**config.mk**
```make
export PLATFORM = sky130hd
export DESIGN_NAME = bp_cfg_boot_sequencer
export DESIGN_NICKNAME = d
export VERILOG_FILES = /design/src/rtl/bp_cfg_boot_sequencer.sv
export SDC_FILE = /design/constraint.sdc
export NUM_CORES = 1
export LEC_CHECK = 0
export BUFFER_PORTS_ARGS = -buffer_cell sky130_fd_sc_hd__buf_2
export CAP_MARGIN = 20
export CORE_ASPECT_RATIO = 1.2
export CORE_MARGIN = 5
export CORE_UTILIZATION = 47
export CTS_BUF_LIST = sky130_fd_sc_hd__clkbuf_16
export DETAILED_ROUTE_END_ITERATION = 8
export PLACE_DENSITY = 0.92
export SYNTH_ARGS = -nofsm -noshare
export SYNTH_HDL_FRONTEND = slang
export SYNTH_SLANG_ARGS = --single-unit
```
**constraint.sdc**
```tcl
create_clock -name clk_i -period 2.5 [get_ports clk_i]
set_input_delay 0.5 -clock clk_i [delete_from_list [all_inputs] [get_ports clk_i]]
set_output_delay 0.5 -clock clk_i [all_outputs]
set_load 0.01 [all_outputs]
```
**src/rtl/bp_cfg_boot_sequencer.sv**
```systemverilog
// Boot-time config sequencer: walks a synchronous config ROM and issues each {addr,data}
// entry as a config-bus write. It limits unacknowledged writes to max_outstanding_p and
// raises done_o once every write has been acknowledged.
// Optional feature: define BP_CFG_SEQ_TIMEOUT_EN to abort to ERROR when no ack or handshake
// arrives for timeout_p counted cycles while writes are outstanding.
module bp_cfg_boot_sequencer #(
  parameter int unsigned cfg_addr_width_p  = 16,
  parameter int unsigned cfg_data_width_p  = 64,
  parameter int unsigned num_entries_p     = 16,
  parameter int unsigned max_outstanding_p = 4,
  parameter int unsigned timeout_p         = 1024
) (
  input  logic                                         clk_i,
  input  logic                                         reset_n_i,
  input  logic                                         start_i,
  output logic                                         rom_v_o,
  output logic [$clog2(num_entries_p)-1:0]             rom_addr_o,
  input  logic [cfg_addr_width_p+cfg_data_width_p-1:0] rom_data_i,
  output logic                                         cfg_v_o,
  output logic [cfg_addr_width_p-1:0]                  cfg_addr_o,
  output logic [cfg_data_width_p-1:0]                  cfg_data_o,
  input  logic                                         cfg_ready_i,
  input  logic                                         cfg_ack_i,
  output logic                                         busy_o,
  output logic                                         done_o,
  output logic                                         error_o,
  output logic [$clog2(num_entries_p+1)-1:0]           count_o
);

  localparam int unsigned IdxW = $clog2(num_entries_p);
  localparam int unsigned CntW = $clog2(num_entries_p + 1);
  localparam int unsigned OutW = $clog2(max_outstanding_p + 1);

  if (num_entries_p < 2 || max_outstanding_p < 1 || timeout_p < 1) begin : g_param_check
    $error("bp_cfg_boot_sequencer: invalid parameter values");
  end

  typedef enum logic [2:0] {
    StIdle, StFetch, StCapture, StSend, StDrain, StDone, StError
  } state_e;

  state_e                      state_q, state_d;
  logic [IdxW-1:0]             idx_q, idx_d;
  logic [CntW-1:0]             count_q, count_d;
  logic [OutW-1:0]             out_q, out_d;
  logic [cfg_addr_width_p-1:0] addr_q, addr_d;
  logic [cfg_data_width_p-1:0] data_q, data_d;

  logic idle_like, send_v, hs, start_ok, spurious;

  // Credit is judged on the registered count, so a same-cycle ack never raises cfg_v_o.
  assign idle_like = (state_q == StIdle) || (state_q == StDone) || (state_q == StError);
  assign send_v    = (state_q == StSend) && (out_q < OutW'(max_outstanding_p));
  assign hs        = send_v & cfg_ready_i;
  assign start_ok  = start_i & idle_like;
  assign spurious  = cfg_ack_i & ~hs & (out_q == '0);

`ifdef BP_CFG_SEQ_TIMEOUT_EN
  localparam int unsigned TimerW = $clog2(timeout_p + 1);
  logic [TimerW-1:0] timer_q, timer_d;
`endif

  // Next-state, counters and hold register.
  always_comb begin
    state_d = state_q;
    idx_d   = idx_q;
    count_d = count_q;
    out_d   = out_q;
    addr_d  = addr_q;
    data_d  = data_q;

    if (hs && !cfg_ack_i) begin
      out_d = out_q + OutW'(1);
    end else if (!hs && cfg_ack_i && out_q != '0) begin
      out_d = out_q - OutW'(1);
    end

    unique case (state_q)
      StFetch: state_d = StCapture;
      StCapture: begin
        addr_d  = rom_data_i[cfg_data_width_p +: cfg_addr_width_p];
        data_d  = rom_data_i[cfg_data_width_p-1:0];
        // All-ones address marks the end of the table; nothing is sent for it.
        state_d = (&rom_data_i[cfg_data_width_p +: cfg_addr_width_p]) ? StDrain : StSend;
      end
      StSend: begin
        if (hs) begin
          count_d = count_q + CntW'(1);
          idx_d   = idx_q + IdxW'(1);
          state_d = (idx_q == IdxW'(num_entries_p - 1)) ? StDrain : StFetch;
        end
      end
      StDrain: begin
        if (out_q == '0) state_d = StDone;
      end
      StIdle, StDone, StError: state_d = state_q;
      default: state_d = StIdle;
    endcase

`ifdef BP_CFG_SEQ_TIMEOUT_EN
    timer_d = timer_q;
    if (hs || cfg_ack_i) begin
      timer_d = '0;
    end else if ((state_q == StSend || state_q == StDrain) && out_q != '0) begin
      timer_d = timer_q + TimerW'(1);
      if (timer_q == TimerW'(timeout_p - 1)) state_d = StError;
    end
`endif

    if (spurious) state_d = StError;

    if (start_ok) begin
      state_d = StFetch;
      idx_d   = '0;
      count_d = '0;
      out_d   = '0;
`ifdef BP_CFG_SEQ_TIMEOUT_EN
      timer_d = '0;
`endif
    end
  end

  // State and datapath registers.
  always_ff @(posedge clk_i or negedge reset_n_i) begin
    if (!reset_n_i) begin
      state_q <= StIdle;
      idx_q   <= '0;
      count_q <= '0;
      out_q   <= '0;
      addr_q  <= '0;
      data_q  <= '0;
    end else begin
      state_q <= state_d;
      idx_q   <= idx_d;
      count_q <= count_d;
      out_q   <= out_d;
      addr_q  <= addr_d;
      data_q  <= data_d;
    end
  end

`ifdef BP_CFG_SEQ_TIMEOUT_EN
  // Ack timeout counter.
  always_ff @(posedge clk_i or negedge reset_n_i) begin
    if (!reset_n_i) timer_q <= '0;
    else            timer_q <= timer_d;
  end
`endif

  assign rom_v_o    = (state_q == StFetch);
  assign rom_addr_o = idx_q;
  assign cfg_v_o    = send_v;
  assign cfg_addr_o = addr_q;
  assign cfg_data_o = data_q;
  assign busy_o     = ~idle_like;
  assign done_o     = (state_q == StDone);
  assign error_o    = (state_q == StError);
  assign count_o    = count_q;

endmodule

```
== After elaboration in Yosys (flattened, before gate mapping) ==
Index checks and enable logic that the tools add are counted.

* Mux-type cells: 16
* Equality and inequality tests: 10
* Bitwise gates (word level): 6
* Reductions and logical operators: 18
* $add $sub $neg: 4
* $lt $le $gt $ge: 1

{| class="wikitable"
|+ Operators by type and width
! cell !! number
|-
| 3-bit 2-to-1 mux || 9
|-
| 16-bit AND reduction || 1
|-
| 5-bit 2-to-1 mux || 3
|-
| 3-bit case mux with 5 select lines || 1
|-
| 4-bit 2-to-1 mux || 3
|-
| 3-bit == test (second input constant) || 3
|-
| 4-bit inequality test (second input constant) || 2
|-
| 3-bit by 2-bit == test with 1-bit output (second input constant) || 2
|-
| 3-bit zero test || 2
|-
| 3-bit nonzero test || 2
|-
| 5-bit by 1-bit adder with 5-bit output (second input constant) || 1
|-
| 4-bit by 1-bit adder with 4-bit output (second input constant) || 1
|-
| 1-bit bitwise AND || 4
|-
| 4-bit == test (second input constant) || 1
|-
| 1-bit logical AND || 4
|-
| 2-bit nonzero test || 2
|-
| 3-bit by 1-bit adder with 3-bit output (second input constant) || 1
|-
| 3-bit by 1-bit == test with 1-bit output (second input constant) || 1
|-
| 3-bit less-than comparator (second input constant) || 1
|-
| 3-bit inequality test (second input constant) || 1
|-
| 3-bit AND reduction || 1
|-
| 3-bit OR reduction || 1
|-
| 3-bit by 1-bit subtractor with 3-bit output (second input constant) || 1
|-
| 1-bit zero test || 2
|-
| other kinds (3) || 5
|}

* Word-level logic and storage cells: 61
* Flip-flop bits (word level): 95

== Logic depth before layout (Yosys ltp) ==
Gate-level depths: netlist of the first run.

* Depth in word-level cells: 9
* Mapped depth: 7
* Mapped depth without buffers: 6

== Worst setup path before layout of the first run ==
No wires, ideal clock.

* Path kind: reg-to-reg
* From: register state_q[2]
* To: register out_q[1]
* Path buffers: 1
* Library setup time: 0.082 ns
* Slack: 0.567 ns
* Cell stages (with the launch flop): 8
* Arrival: 1.851 ns
* Data required time: 2.418 ns
* Cells stage by stage: dfrtp_1 buf_2 nand3b_1 nor3_1 fa_1 nand3_1 o211ai_1 a31oi_1

* Longest elaborated chain between the ends: 7
* Elaborated cells between the ends (all ways): 16
* Classes of those cells: eq/ne: 3; mux: 2; bitwise: 2; reduce/logical: 9

{| class="wikitable"
|+ Ends and longest elaborated chain
! element !! RTL line !! RTL
|-
| start, declared || 42 || <nowiki>state_e state_q, state_d;</nowiki>
|-
| start signal, assigned || 126 || <nowiki>state_q <= StIdle;</nowiki>
|-
| start signal, assigned || 133 || <nowiki>state_q <= state_d;</nowiki>
|-
| 3-bit by 2-bit == test with 1-bit output || 53 || <nowiki>assign send_v = (state_q == StSend) && (out_q < OutW'(max_outstanding_p));</nowiki>
|-
| 1-bit logical AND || 53 ||
|-
| 1-bit bitwise AND || 54 || <nowiki>assign hs = send_v & cfg_ready_i;</nowiki>
|-
| 1-bit zero test || 74 || <nowiki>end else if (!hs && cfg_ack_i && out_q != '0) begin</nowiki>
|-
| 1-bit logical AND (2 in series) || 74 ||
|-
| 3-bit nonzero test (no line) || n/a ||
|-
| end signal, assigned || 136 || <nowiki>out_q <= out_d;</nowiki>
|-
| end, declared || 45 || <nowiki>logic [OutW-1:0] out_q, out_d;</nowiki>
|}

Several ways; a longest one is shown, not always the timed one.
A chain may end at the register's enable or synchronous reset.

== Final worst setup path of the first run ==
Same ends and word-level chain as after synthesis.

==> run metrics, run 1 <==
status finished, final reports clean; Die X 94.0 µm; P_sw 2480 µW; worst hold slack 0.191 ns; Root Buffer clkbuf_16; syn_area_per_cell 13.7 µm²; count of final max-slew check failures 0; Switching Share 35.3%; Slew HR 57.9%; Crit path required time between 2 and 3 ns; Diodes inserted 0; Clk pwr share 17.3%; Die Area roughly 10,000 µm²; Peak Freq about 460 MHz; largest net degree at the start of global routing 84; cts bufs inserted 9; Max Root-Sink Buffers 2; setup repair after global routing missed its margin no; I/O pin total 179; Arr. time, crit path 2.42 ns; P_int 4550 µW; crit path kind reg2reg; Max Cap Viol 0; Async SR Flop Fraction 100%; Vias 3,026; Post-CTS Resized 0; TNS Setup 0 ns; M1 WL 3.50 mm; Routed WL 9.81 mm; Netlist cell types 37; Mapped Cells 290; Skew-Pair Late Insertion Delay 0.33 ns; Syn. warnings 0; Synth Net Count 378; Worst-path clk slew 0.06 ns; Peak VDD IR 809 µV; sequential element share of the synthesized area 59.7%; fin crit share 86.8%; Top Metal Used met4; Routed Antenna Nets 0; CORE AREA between 8000 and 9000 µm²; Nets 555; first-pass GRT wire length 16.1 mm; DP HPWL 7.57 mm; num rows 36; all-layer global routing usage 19.5%; area grow syn2layout 32.4%; Final Hold Vio Count 0; mapped cell area 3980 µm²; met2 WL post-DR 5.32 mm; Via-to-Cell Ratio 5.16; wire length on met3 781 µm; total leakage power 0.00255 µW; antenna violations before repair 0; Sink Count 95; share of cells above drive strength 1 between 50 and 60%; Synth Register Bits 95; Reg power frac about two fifths; WL/cell 16.7 µm; initial core utilization between 40% and 50%; gr ovfl total 0; GP Congestion 0.853; ys flop type dfrtp_1; Comb power frac 44.1%; Residual DRC 0; post-route minimum period approximately 2.2 ns; # setup viols final 0; CTS tree built; P per Cell Area 1330 nW/µm²; Crit. End Element flip-flop; Initial DRT Pass Iterations 4; Hold Path Class in2async; Hold-fix buffers, CTS 0; Max Fanout on Critical Path 11; Clock Skews approximately 0.0051 ns; # H-tree levels 3; vias in the first global route 3,333; Critical Path Start Type flip-flop; EDFF count, synth 0; Worst-Margin Slew 0.632 ns; die extent in y between 100 and 150 µm; Port Buf Inserts about 180; Post-CTS Setup Repair Bufs 0; Starting DRT DRC Count 102
synthesized netlist by cell type (all sizes together) (5+ instances only):
cell type / n / area share (%)
o21ai: 7 / 0.88
nor3: 6 / 0.75
nor2: 11 / 1.1
mux2: 80 / 23
a21oi: 6 / 0.75
dfrtp: 95 / 60
nand4: 5 / 0.79
buf: 12 / 1.5
nand3: 8 / 1.0
xnor2: 5 / 1.1
kinds of logic (layout without fill, tap and decap cells):
group / Yosys count / count (layout) / synth area share [%]
compound gates: 27 / 27 / 4.30
xor+xnor: 8 / 8 / 1.76
fa+ha+maj: 3 / 3 / 1.13
buf+inv: 19 / 201 / 2.17
flops: 95 / 95 / 59.7
mux: 81 / 81 / 22.9
simple gates: 57 / 57 / 8.07
layout by cell type (no fill, tap or decap), types with 2 or more instances in the layout:
cell type / n
nand3_1: 8
nor2_1: 9
o21ai_0: 7
nand2b_1: 4
dfrtp_1: 95
ha_1: 2
xnor2_1: 5
nor3_1: 6
and2_1: 4
o22ai_1: 2
nor2b_1: 4
a211o_1: 3
mux2_2: 80
a31oi_1: 3
o211ai_1: 2
and3b_1: 2
nand4_1: 5
inv_1: 5
buf_12: 2
nor3b_1: 2
buf_4: 3
nand2_1: 4
nand3b_1: 2
a21oi_1: 6
buf_2: 177
xor2_1: 3
clkbuf_16: 9
clkinvlp_4: 3
path summary, 6_finish.rpt:
kind / from / to / depth (start not counted) / slack [ns]
worst max-delay path: state_q[2] / out_q[1] / 6 / 0.33
max in group asynchronous: reset_n_i / cfg_data_o[62] / 2 / 1.65
min in group clk_i: rom_data_i[5] / cfg_data_o[5] / 2 / 0.39
worst min register to register: cfg_data_o[20] / cfg_data_o[20] / 1 / 0.50
worst max register to register: state_q[2] / out_q[1] / 6 / 0.33
worst min-delay path: reset_n_i / cfg_data_o[14] / 1 / 0.19
power groups by stage:
stage / Sequential, µW / Clock [µW] / Combinational, µW
after floorplan: 3000 / 0 / 1650
after detailed placement: 2740 / 0 / 3150
final: 2720 / 1210 / 3100
after global placement: 2680 / 0 / 3040
after CTS: 2730 / 1250 / 3150
after global routing: 2820 / 1310 / 3370
registers in the layout, summed over array words and instances (netlist names):
register    cells
out_q           3
cfg_addr_o     16
state_q         3
rom_addr_o      4
count_o         5
cfg_data_o     64
final cells by class:
cell class / count / area [µm²]
clock buffers: 9 / 225
clock inverters: 7 / 42.5
fillers: 640 / 2920
inverters: 3 / 11.3
multi-input cells: 176 / 1530
flip-flops and latches: 95 / 2380
well taps: 114 / 143
repair buffers: 182 / 948
through the flow:
stage               instance area [µm²]  total power, µW  utilization [%]  instances  setup WS, ns
detailed placement                 5010             5890             61.1        570         0.339
CTS                                5270             7130             64.3        586         0.325
floorplan                          3980             4650                -        290         0.567
global route                       5270             7500             64.3        586         0.162
global placement                   5010             5720             61.1        570         0.489
finish                             5270             7030             64.3        586         0.329
critical path, stage by stage, from the launching register on:
cell and delay [ns]:
dfrtp_1 0.48, nand3b_1 0.36, nor3_1 0.41, fa_1 0.51, nand3_1 0.08, o211ai_1 0.09
a31oi_1 0.17
routing by layer:
| metal | vias to the layer above | GRT usage [%] |
|---|---|---|
| li1 | 1395 | - |
| met1 | 1485 | 20.4 |
| met2 | 129 | 35.1 |
| met3 | 17 | 5.70 |
| met4 | 0 | 9.06 |
| met5 | - | 0 |
Note: power is estimated with default switching activity, not from simulation.
==> run 2: changes to the inputs <==
RECOVER_POWER = 100   (was default)
==> run metrics, run 2 (same netlist as run 1, synthesis figures left out) <==
Routed WL 9.84 mm (was 9.81 mm); setup repair after global routing missed its margin no (unchanged); Reg2Reg Depth 4 (was 6); Crit path depth 4 (was 6); Diodes inserted 0 (unchanged); sequential cell area 2380 µm² (unchanged); Hold Path Origin rom_data_i[5]; P per Cell Area 1330 nW/µm² (about the same); commonest non-fill, non-tap cells in the layout dfrtp_1, clkbuf_1, buf_2, mux2_2 (was buf_2, dfrtp_1, mux2_2, nor2_1, clkbuf_16); Clock Skews 0.00503 ns (was 0.00505 ns); fin crit share 91.8% (was 86.8%); Critical Path Start Type flip-flop (unchanged); Worst-path clk slew 0.07 ns (was 0.06 ns); share of cells above drive strength 1 39.4% (was 58.9%); Hold Path Class in2reg (was in2async); Layout fillers 690 (was 640); number of flip-flops under the largest register name 64 (unchanged); Nets 555 (unchanged); Vias 3,036 (was 3,026); delay-heaviest family, CP buffers and inverters (was simple AND/OR/NAND/NOR gates); Max Root-Sink Buffers 2 (unchanged); all-layer global routing usage 19.5% (unchanged); Peak VDD IR 745 µV (was 809 µV); Post-CTS Setup Repair Bufs 0 (unchanged); Port Buf Inserts 178 (unchanged); r2r startpoint state_q[2] (unchanged); WL/cell 16.8 µm (was 16.7 µm); area grow syn2layout 29.1% (was 32.4%); Routed Antenna Nets 0 (unchanged); antenna violations before repair 0 (unchanged); CORE AREA 8200 µm² (unchanged); Die X 94.0 µm (unchanged); Via-to-Cell Ratio 5.18 (was 5.16); final core utilization 62.7% (was 64.3%); commonest non-fill, non-tap cell in the layout dfrtp_1 (was buf_2); num rows 36 (unchanged); hold worst-path end cfg_data_o[5]; vias in the first global route 3,333 (unchanged); count of final max-slew check failures 0 (unchanged); TNS Setup 0 ns (unchanged); status finished, final reports clean (unchanged); Arr. time, crit path 2.50 ns (was 2.42 ns); gr ovfl total 0 (unchanged); total leakage power 0.00226 µW (was 0.00255 µW); Worst-Margin Slew 1.24 ns (was 0.632 ns); Peak Freq 436 MHz (was 461 MHz); Hold Path Cell Cnt 2; Crit Reg-Reg Endpoint cfg_addr_o[1] (was out_q[1]); Max Cap Viol 0 (unchanged); Post-CTS Resized 0 (unchanged); Initial DRT Pass Iterations 4 (unchanged); largest net degree at the start of global routing 84 (unchanged); GP Congestion 0.853 (unchanged); die extent in y 111 µm (unchanged); Slew HR 17.6% (was 57.9%); Final Hold Vio Count 0 (unchanged); post-route minimum period 2.30 ns (was 2.17 ns); Hold-fix buffers, CTS 0 (unchanged); r2r setup slk 0.20 ns (was 0.33 ns); CP cell instances nand2b_1, nor2_4, clkbuf_4, mux2_2 (was nand3b_1, nor3_1, fa_1, nand3_1, o211ai_1, a31oi_1); I/O pin total 179 (unchanged); # setup viols final 0 (unchanged); Die Area 10,400 µm² (unchanged); cts bufs inserted 9 (unchanged); Root Buffer clkbuf_16 (unchanged); Sink Count 95 (unchanged); DP HPWL 7.57 mm (unchanged); Residual DRC 0 (unchanged); crit path kind reg2reg (unchanged); worst path bufs/invs 1 (was 0); CTS tree built (unchanged); Max Fanout on Critical Path 83 (was 11); Starting DRT DRC Count 78 (was 102); Skew-Pair Late Insertion Delay 0.33 ns (about the same); Multi-input gate area 1530 µm² (unchanged); # H-tree levels 3 (unchanged); Crit path required time 2.71 ns (was 2.75 ns); CP max-delay cell clkbuf_4 (was fa_1); Crit. End Element flip-flop (unchanged); max incr delay on CP 0.86 ns (was 0.51 ns); initial core utilization 48.6% (unchanged); first-pass GRT wire length 16.1 mm (unchanged)
run 2: cell types whose count changed in the layout (fill, tap and decap cells not counted), sizes merged:
| cell | previous run | this run |
|---|---|---|
| buf | 182 | 88 |
| clkbuf | 9 | 103 |
run 2: final cells by class:
| cell class | count | area share (%) |
|---|---|---|
| Sequential cell | 95 | 46.2 |
| Tap cell | 114 | 2.77 |
| Clock inverter | 7 | 0.827 |
| Timing Repair Buffer | 182 | 15.9 |
| Multi-Input combinational cell | 176 | 29.7 |
| Inverter | 3 | 0.219 |
| Clock buffer | 9 | 4.38 |
run 2: stage by stage:
stage	setup slack, ns	total power [µW]	std cells	hold slack [ns]	instance area (µm²)
floorplan	0.567	4650	290	0.204	3980
global placement	0.489	5720	570	0.483	5010
detailed placement	0.339	5890	570	0.490	5010
CTS	0.325	7130	586	0.206	5270
global route	0.0867	7320	586	0.387	5140
finish	0.205	6840	586	0.394	5140
run 2: power breakdown:
group	switching [µW]	total [µW]	internal [µW]
Clock	551	1220	664
Combinational	1490	2890	1390
Sequential	452	2740	2290
Total	2500	6840	4340
run 2: metal layers:
layer	share of wire [%]	global-route usage (%)	up-vias
li1	-	-	1398
met1	36	20.4	1491
met2	54	35.1	130
met3	7.5	5.70	17
met4	2.1	9.06	0
met5	0	0	-
run 2: worst max-delay path by stage:
stage,end,start
after floorplan,out_q[1],state_q[2]
after global placement,state_q[0],rom_data_i[79]
after detailed placement,out_q[1],state_q[2]
after CTS,out_q[1],state_q[2]
after global routing,cfg_data_o[14],state_q[1]
final,cfg_addr_o[1],state_q[2]
